<file path="src/rtl/ll_cmd_frontend.sv">
// rtl/ll_cmd_frontend.sv - switch synchroniser, debouncer, op-change detector and command FIFO
module ll_cmd_frontend #(
    parameter int DEBOUNCE_CYCLES = 1_000_000,
    parameter int CNT_WIDTH       = 20,
    parameter int FIFO_DEPTH      = 4,
    parameter int FIFO_AW         = 2
) (
    input  logic               clk,
    input  logic               rst,
    input  logic [15:0]        sw_raw,
    output logic               cmd_valid,
    input  logic               cmd_ready,
    output logic [2:0]         cmd_op,
    output logic [7:0]         cmd_data,
    output logic               cmd_dropped,
    output logic [FIFO_AW:0]   fifo_level
);

    typedef enum logic {S_STABLE, S_COUNT} state_t;

    state_t                 state, state_next;
    logic [15:0]            sw_meta, sw_sync;
    logic [15:0]            sw_cand, cand_next;
    logic [15:0]            sw_stable, stable_next;
    logic [CNT_WIDTH-1:0]   cnt, cnt_next;
    logic [2:0]             prev_op;
    logic                   evt;

    logic [10:0]            mem [FIFO_DEPTH];
    logic [FIFO_AW:0]       wr_ptr, rd_ptr;
    logic                   empty, full, push, pop;
    logic [10:0]            head;

    // two-flop synchroniser for the asynchronous switches
    always_ff @(posedge clk) begin
        if (rst) begin
            sw_meta <= '0;
            sw_sync <= '0;
        end else begin
            sw_meta <= sw_raw;
            sw_sync <= sw_meta;
        end
    end

    // debounce state register
    always_ff @(posedge clk) begin
        if (rst) begin
            state     <= S_STABLE;
            cnt       <= '0;
            sw_cand   <= '0;
            sw_stable <= '0;
        end else begin
            state     <= state_next;
            cnt       <= cnt_next;
            sw_cand   <= cand_next;
            sw_stable <= stable_next;
        end
    end

    // debounce next state: any change in the synchronised value restarts the count
    always_comb begin
        state_next  = state;
        cnt_next    = cnt;
        cand_next   = sw_cand;
        stable_next = sw_stable;
        if (sw_sync != sw_cand) begin
            cand_next  = sw_sync;
            cnt_next   = '0;
            state_next = S_COUNT;
        end else if (state == S_COUNT) begin
            if (sw_cand == sw_stable) begin
                cnt_next   = '0;
                state_next = S_STABLE;
            end else if (cnt == CNT_WIDTH'(DEBOUNCE_CYCLES - 1)) begin
                stable_next = sw_cand;
                cnt_next    = '0;
                state_next  = S_STABLE;
            end else begin
                cnt_next = cnt + 1'b1;
            end
        end
    end

    // remember the committed op so a change is visible for exactly one cycle
    always_ff @(posedge clk) begin
        if (rst) prev_op <= '0;
        else     prev_op <= sw_stable[15:13];
    end

    assign evt = (sw_stable[15:13] != prev_op) && (sw_stable[15:13] != 3'b000);

    assign empty = (wr_ptr == rd_ptr);
    assign full  = (wr_ptr[FIFO_AW] != rd_ptr[FIFO_AW]) &&
                   (wr_ptr[FIFO_AW-1:0] == rd_ptr[FIFO_AW-1:0]);
    assign pop   = cmd_valid && cmd_ready;
    assign push  = evt && (!full || pop);

    // command storage, written only on an accepted push
    always_ff @(posedge clk) begin
        if (push) mem[wr_ptr[FIFO_AW-1:0]] <= {sw_stable[15:13], sw_stable[7:0]};
    end

    // FIFO pointers and the sticky overflow flag
    always_ff @(posedge clk) begin
        if (rst) begin
            wr_ptr      <= '0;
            rd_ptr      <= '0;
            cmd_dropped <= 1'b0;
        end else begin
            if (push) wr_ptr <= wr_ptr + 1'b1;
            if (pop)  rd_ptr <= rd_ptr + 1'b1;
            if (evt && full && !pop) cmd_dropped <= 1'b1;
        end
    end

    assign head       = mem[rd_ptr[FIFO_AW-1:0]];
    assign cmd_valid  = !empty;
    assign cmd_op     = cmd_valid ? head[10:8] : 3'b000;
    assign cmd_data   = cmd_valid ? head[7:0]  : 8'h00;
    assign fifo_level = wr_ptr - rd_ptr;

endmodule

</file>
<file path="config.mk">
export PLATFORM = sky130hd
export DESIGN_NAME = ll_cmd_frontend
export DESIGN_NICKNAME = d
export VERILOG_FILES = /design/src/rtl/ll_cmd_frontend.sv
export SDC_FILE = /design/constraint.sdc
export NUM_CORES = 1
export LEC_CHECK = 0
export CAP_MARGIN = 20
export CORE_UTILIZATION = 46
export CTS_CLUSTER_SIZE = 40
export DETAILED_ROUTE_END_ITERATION = 10
export HOLD_SLACK_MARGIN = 0.05
export PLACE_DENSITY = 0.71
export SYNTH_ARGS = -nofsm -noshare
export SYNTH_HDL_FRONTEND = slang
export SYNTH_SLANG_ARGS = --single-unit
</file>
<file path="constraint.sdc">
create_clock -name clk -period 3.42 [get_ports clk]
set_clock_uncertainty 0.2 [all_clocks]
set_input_delay 0.855 -clock clk [delete_from_list [all_inputs] [get_ports clk]]
set_output_delay 0.855 -clock clk [all_outputs]
set_load 0.01 [all_outputs]
</file>
==> metrics.txt <==
# TYPE chip_impl_metric gauge
chip_impl_metric{name="n_fill_cell",unit=""} 1009
chip_impl_metric{name="route.vias.total",unit=""} 3609
chip_impl_metric{name="finalMaxSlewViolations",unit=""} 0
chip_impl_info{name="synth-main-ff-cell",value="sky130_fd_sc_hd__dfxtp_1"} 1
chip_impl_info{name="mostFrequentLayoutCells",value="97 x sky130_fd_sc_hd__dfxtp_1, 60 x sky130_fd_sc_hd__nor2b_1, 44 x sky130_fd_sc_hd__edfxtp_1"} 1
chip_impl_metric{name="final_period_utilization",unit="%"} 96.8
chip_impl_metric{name="worstPathArrival",unit="ns"} 2.26
chip_impl_info{name="tritoncts",value="done"} 1
chip_impl_metric{name="boundaryPins",unit=""} 35
chip_impl_metric{name="dieArea",unit="um^2"} 12800
chip_impl_metric{name="timing.critical_path.fanout_max",unit=""} 4
chip_impl_metric{name="synth_seq_area_share",unit="%"} 57.3
chip_impl_metric{name="avgSynthCellArea",unit="um^2"} 11.5
chip_impl_metric{name="p_seq_share",unit="%"} 47.3
chip_impl_metric{name="worst_slew_pin_slew",unit="ns"} 0.842
chip_impl_metric{name="route.detailed.wl_per_inst",unit="um"} 13.4
chip_impl_metric{name="area_growth",unit="%"} 19.6
chip_impl_info{name="rsz0062_at_grt",value="no"} 1
chip_impl_metric{name="number_of_global_route_vias_before_repair",unit=""} 3454
chip_impl_info{name="setup.worst_path.class",value="flip-flop to output port"} 1
chip_impl_metric{name="synthArstFlopShare",unit="%"} 0
chip_impl_metric{name="comb_power_share",unit="%"} 3.5
chip_impl_info{name="layout.cells.most_common",value="sky130_fd_sc_hd__dfxtp_1"} 1
chip_impl_metric{name="gp_congestion",unit=""} 0.788
chip_impl_info{name="clock-root-buffer",value="sky130_fd_sc_hd__clkbuf_16"} 1
chip_impl_metric{name="clk-insertion-delay-late",unit="ns"} 0.41
chip_impl_metric{name="layout.core_utilization",unit="%"} 56.7
chip_impl_metric{name="cts_made_buffers",unit=""} 17
chip_impl_metric{name="timing.fmax",unit="MHz"} 302
chip_impl_metric{name="inserted_diodes",unit=""} 0
chip_impl_metric{name="min_tclk_post_route",unit="ns"} 3.31
chip_impl_metric{name="dr_drc_count",unit=""} 0
chip_impl_metric{name="clkTransAtPathRegs",unit="ns"} 0.06
chip_impl_metric{name="floorplan.die.width",unit="um"} 113
chip_impl_info{name="cp-end-kind",value="output port"} 1
chip_impl_metric{name="route.detailed.vias_per_inst",unit=""} 5.19
chip_impl_metric{name="pin_count_of_the_biggest_net_entering_global_routing",unit=""} 43
chip_impl_metric{name="detailedPlacementHpwl",unit="um"} 6340
chip_impl_metric{name="cts-htree-levels",unit=""} 4
chip_impl_metric{name="drt-initial-drc-count",unit=""} 140
chip_impl_metric{name="detail-route-antenna-nets",unit=""} 0
chip_impl_metric{name="io_buffers",unit=""} 34
chip_impl_metric{name="globalRouteOverflowTotal",unit=""} 0
chip_impl_metric{name="leakage_dissipation",unit="uW"} 0.00235
chip_impl_metric{name="setup_viol",unit=""} 0
chip_impl_metric{name="synth_seq_cells",unit=""} 141
chip_impl_info{name="critPathLaunchType",value="flip-flop"} 1
chip_impl_metric{name="pwr-share-clk",unit="%"} 49.2
chip_impl_metric{name="synth_cell_types",unit=""} 45
chip_impl_metric{name="power_switching",unit="uW"} 801
chip_impl_metric{name="synth-warning-count",unit=""} 0
chip_impl_metric{name="floorplan.initialDensity",unit="%"} 47.4
chip_impl_metric{name="antenna_found_initial",unit=""} 0
chip_impl_info{name="worstHoldPathType",value="flip-flop to flip-flop"} 1
chip_impl_metric{name="drt-pass1-iter-count",unit=""} 4
chip_impl_metric{name="first_pass_grt_wire_length",unit="um"} 16400
chip_impl_metric{name="fp.coreArea",unit="um^2"} 12000
chip_impl_metric{name="syn-num-nets",unit=""} 523
chip_impl_metric{name="power_switching_share",unit="%"} 21.6
chip_impl_metric{name="track_usage",unit="%"} 16.3
chip_impl_metric{name="rows",unit=""} 40
chip_impl_info{name="status",value="completed"} 1
chip_impl_metric{name="mappedNetlistArea",unit="um^2"} 5690
chip_impl_metric{name="count_of_flip_flops_with_a_built_in_enable_after_synthesis",unit=""} 44
chip_impl_metric{name="drive_gt1_share",unit="%"} 12.0
chip_impl_metric{name="wirelength",unit="um"} 9330
chip_impl_metric{name="finalPower",unit="uW"} 3700
chip_impl_metric{name="worst_rel_slew_slack",unit="%"} 43.9
chip_impl_metric{name="syn_inst",unit=""} 495
chip_impl_metric{name="cts.path.max_buffers",unit=""} 2
chip_impl_metric{name="cell_internal_pwr",unit="uW"} 2900
chip_impl_metric{name="peakVddDrop",unit="mV"} 0.288
chip_impl_metric{name="numClockSinks",unit=""} 141
chip_impl_metric{name="final_nets",unit=""} 563
chip_impl_metric{name="cap_viol_max_count",unit=""} 0
chip_impl_metric{name="power_density",unit="nW/um^2"} 544
chip_impl_metric{name="cts_post_setup_buffers_inserted",unit=""} 0
chip_impl_metric{name="timing.setup.tns",unit="ns"} 0
chip_impl_metric{name="critical_path_required",unit="ns"} 2.36
chip_impl_metric{name="hold_viol_final",unit=""} 0
chip_impl_metric{name="chipHeight",unit="um"} 113
critical path: stages (launching register included):
cell and delay [ns]:
sky130_fd_sc_hd__dfxtp_1 0.40, sky130_fd_sc_hd__inv_1 0.12, sky130_fd_sc_hd__ha_1 0.23, sky130_fd_sc_hd__fa_1 0.38
sky130_fd_sc_hd__xnor2_1 0.17, sky130_fd_sc_hd__clkdlybuf4s50_1 0.55
layout make-up:
type | instances | area, um^2 | area share [%]
Clock inverter | 12 | 123 | 1.80
Inverter | 7 | 26.3 | 0.386
Multi-Input combinational cell | 325 | 2330 | 34.2
Sequential cell | 141 | 3260 | 47.9
Timing Repair Buffer | 43 | 403 | 5.92
Clock buffer | 20 | 478 | 7.02
Tap cell | 147 | 184 | 2.70
stage by stage:
step | setup WS, ns | area, um^2 | hold WS (ns) | cells
after floorplan | 0.757 | 5690 | 0.214 | 495
after global placement | 0.515 | 6190 | 0.223 | 663
after detailed placement | 0.410 | 6190 | 0.223 | 663
after CTS | 0.0997 | 6800 | 0.237 | 695
after global routing | 0.0277 | 6810 | 0.255 | 695
final | 0.109 | 6810 | 0.234 | 695
per-layer routing:
layer / GRT usage (%) / wire [um]
met1: 20.8 / 4470
met2: 26.2 / 4450
met3: 4.18 / 276
met5: 0 / 0
met4: 7.46 / 134
cell usage after synthesis, types with 7 or more instances:
cell type | instances | area (um^2)
sky130_fd_sc_hd__a21oi_1 | 16 | 80.1
sky130_fd_sc_hd__mux4_2 | 11 | 248
sky130_fd_sc_hd__ha_1 | 8 | 100
sky130_fd_sc_hd__a31oi_1 | 13 | 81.3
sky130_fd_sc_hd__clkbuf_1 | 20 | 75.1
sky130_fd_sc_hd__inv_1 | 7 | 26.3
sky130_fd_sc_hd__nor2b_1 | 60 | 375
sky130_fd_sc_hd__nor2_1 | 33 | 124
sky130_fd_sc_hd__edfxtp_1 | 44 | 1320
sky130_fd_sc_hd__nand4_1 | 11 | 68.8
sky130_fd_sc_hd__dfxtp_1 | 97 | 1940
sky130_fd_sc_hd__nand2_1 | 28 | 105
sky130_fd_sc_hd__and2_1 | 17 | 106
sky130_fd_sc_hd__nand3_1 | 22 | 110
sky130_fd_sc_hd__o21ai_0 | 7 | 35.0
sky130_fd_sc_hd__xnor2_1 | 36 | 315
sky130_fd_sc_hd__mux2i_1 | 14 | 140
path summary, 6_finish.rpt:
kind,cells after the start,slack [ns],endpoint,start
max,5,0.11,fifo_level[2],wr_ptr[0]$_SDFFE_PP0P_
min,1,0.23,sw_sync[6]$_SDFF_PP0_,sw_meta[6]$_SDFF_PP0_
max reg2reg,8,0.87,cnt[14]$_SDFFE_PP0P_,sw_stable[14]$_SDFFE_PP0P_
min reg2reg,1,0.23,sw_sync[6]$_SDFF_PP0_,sw_meta[6]$_SDFF_PP0_
registers in the layout (all words and copies together), names as in the netlist, named ones only:
name and flops:
mem 44, cnt 20, sw_cand 16, sw_meta 16, sw_stable 16, sw_sync 16
prev_op 3, rd_ptr 3, wr_ptr 3, cmd_dropped 1, state 1
what timing repair did:
item	CTS	global route
pin swaps	0	0
hold buffers	0	0
resized for setup	1	1
endpoints found under the setup margin	11	1
cell families (layout without fill, tap and decap cells):
logic type	after synthesis	in the layout	synth area share [%]
DFF	141	141	57.3
buffers and inverters	29	82	2.04
adders and majority gates	9	9	2.11
xor gates and xnor gates	38	38	5.85
AOI/OAI and AO/OA	42	42	4.33
muxes	28	28	7.41
and+or+nand+nor	208	208	20.9
power groups by stage:
| stage | sequential [uW] | clock [uW] | combinational [uW] |
|---|---|---|---|
| 2_1_floorplan | 1780 | 0 | 83.4 |
| 3_3_place_gp | 1790 | 0 | 128 |
| 3_5_place_dp | 1790 | 0 | 131 |
| 4_1_cts | 1750 | 1850 | 131 |
| 5_1_grt | 1750 | 1920 | 144 |
| 6_report | 1750 | 1820 | 130 |
Note: power is estimated with default switching activity, not from simulation.
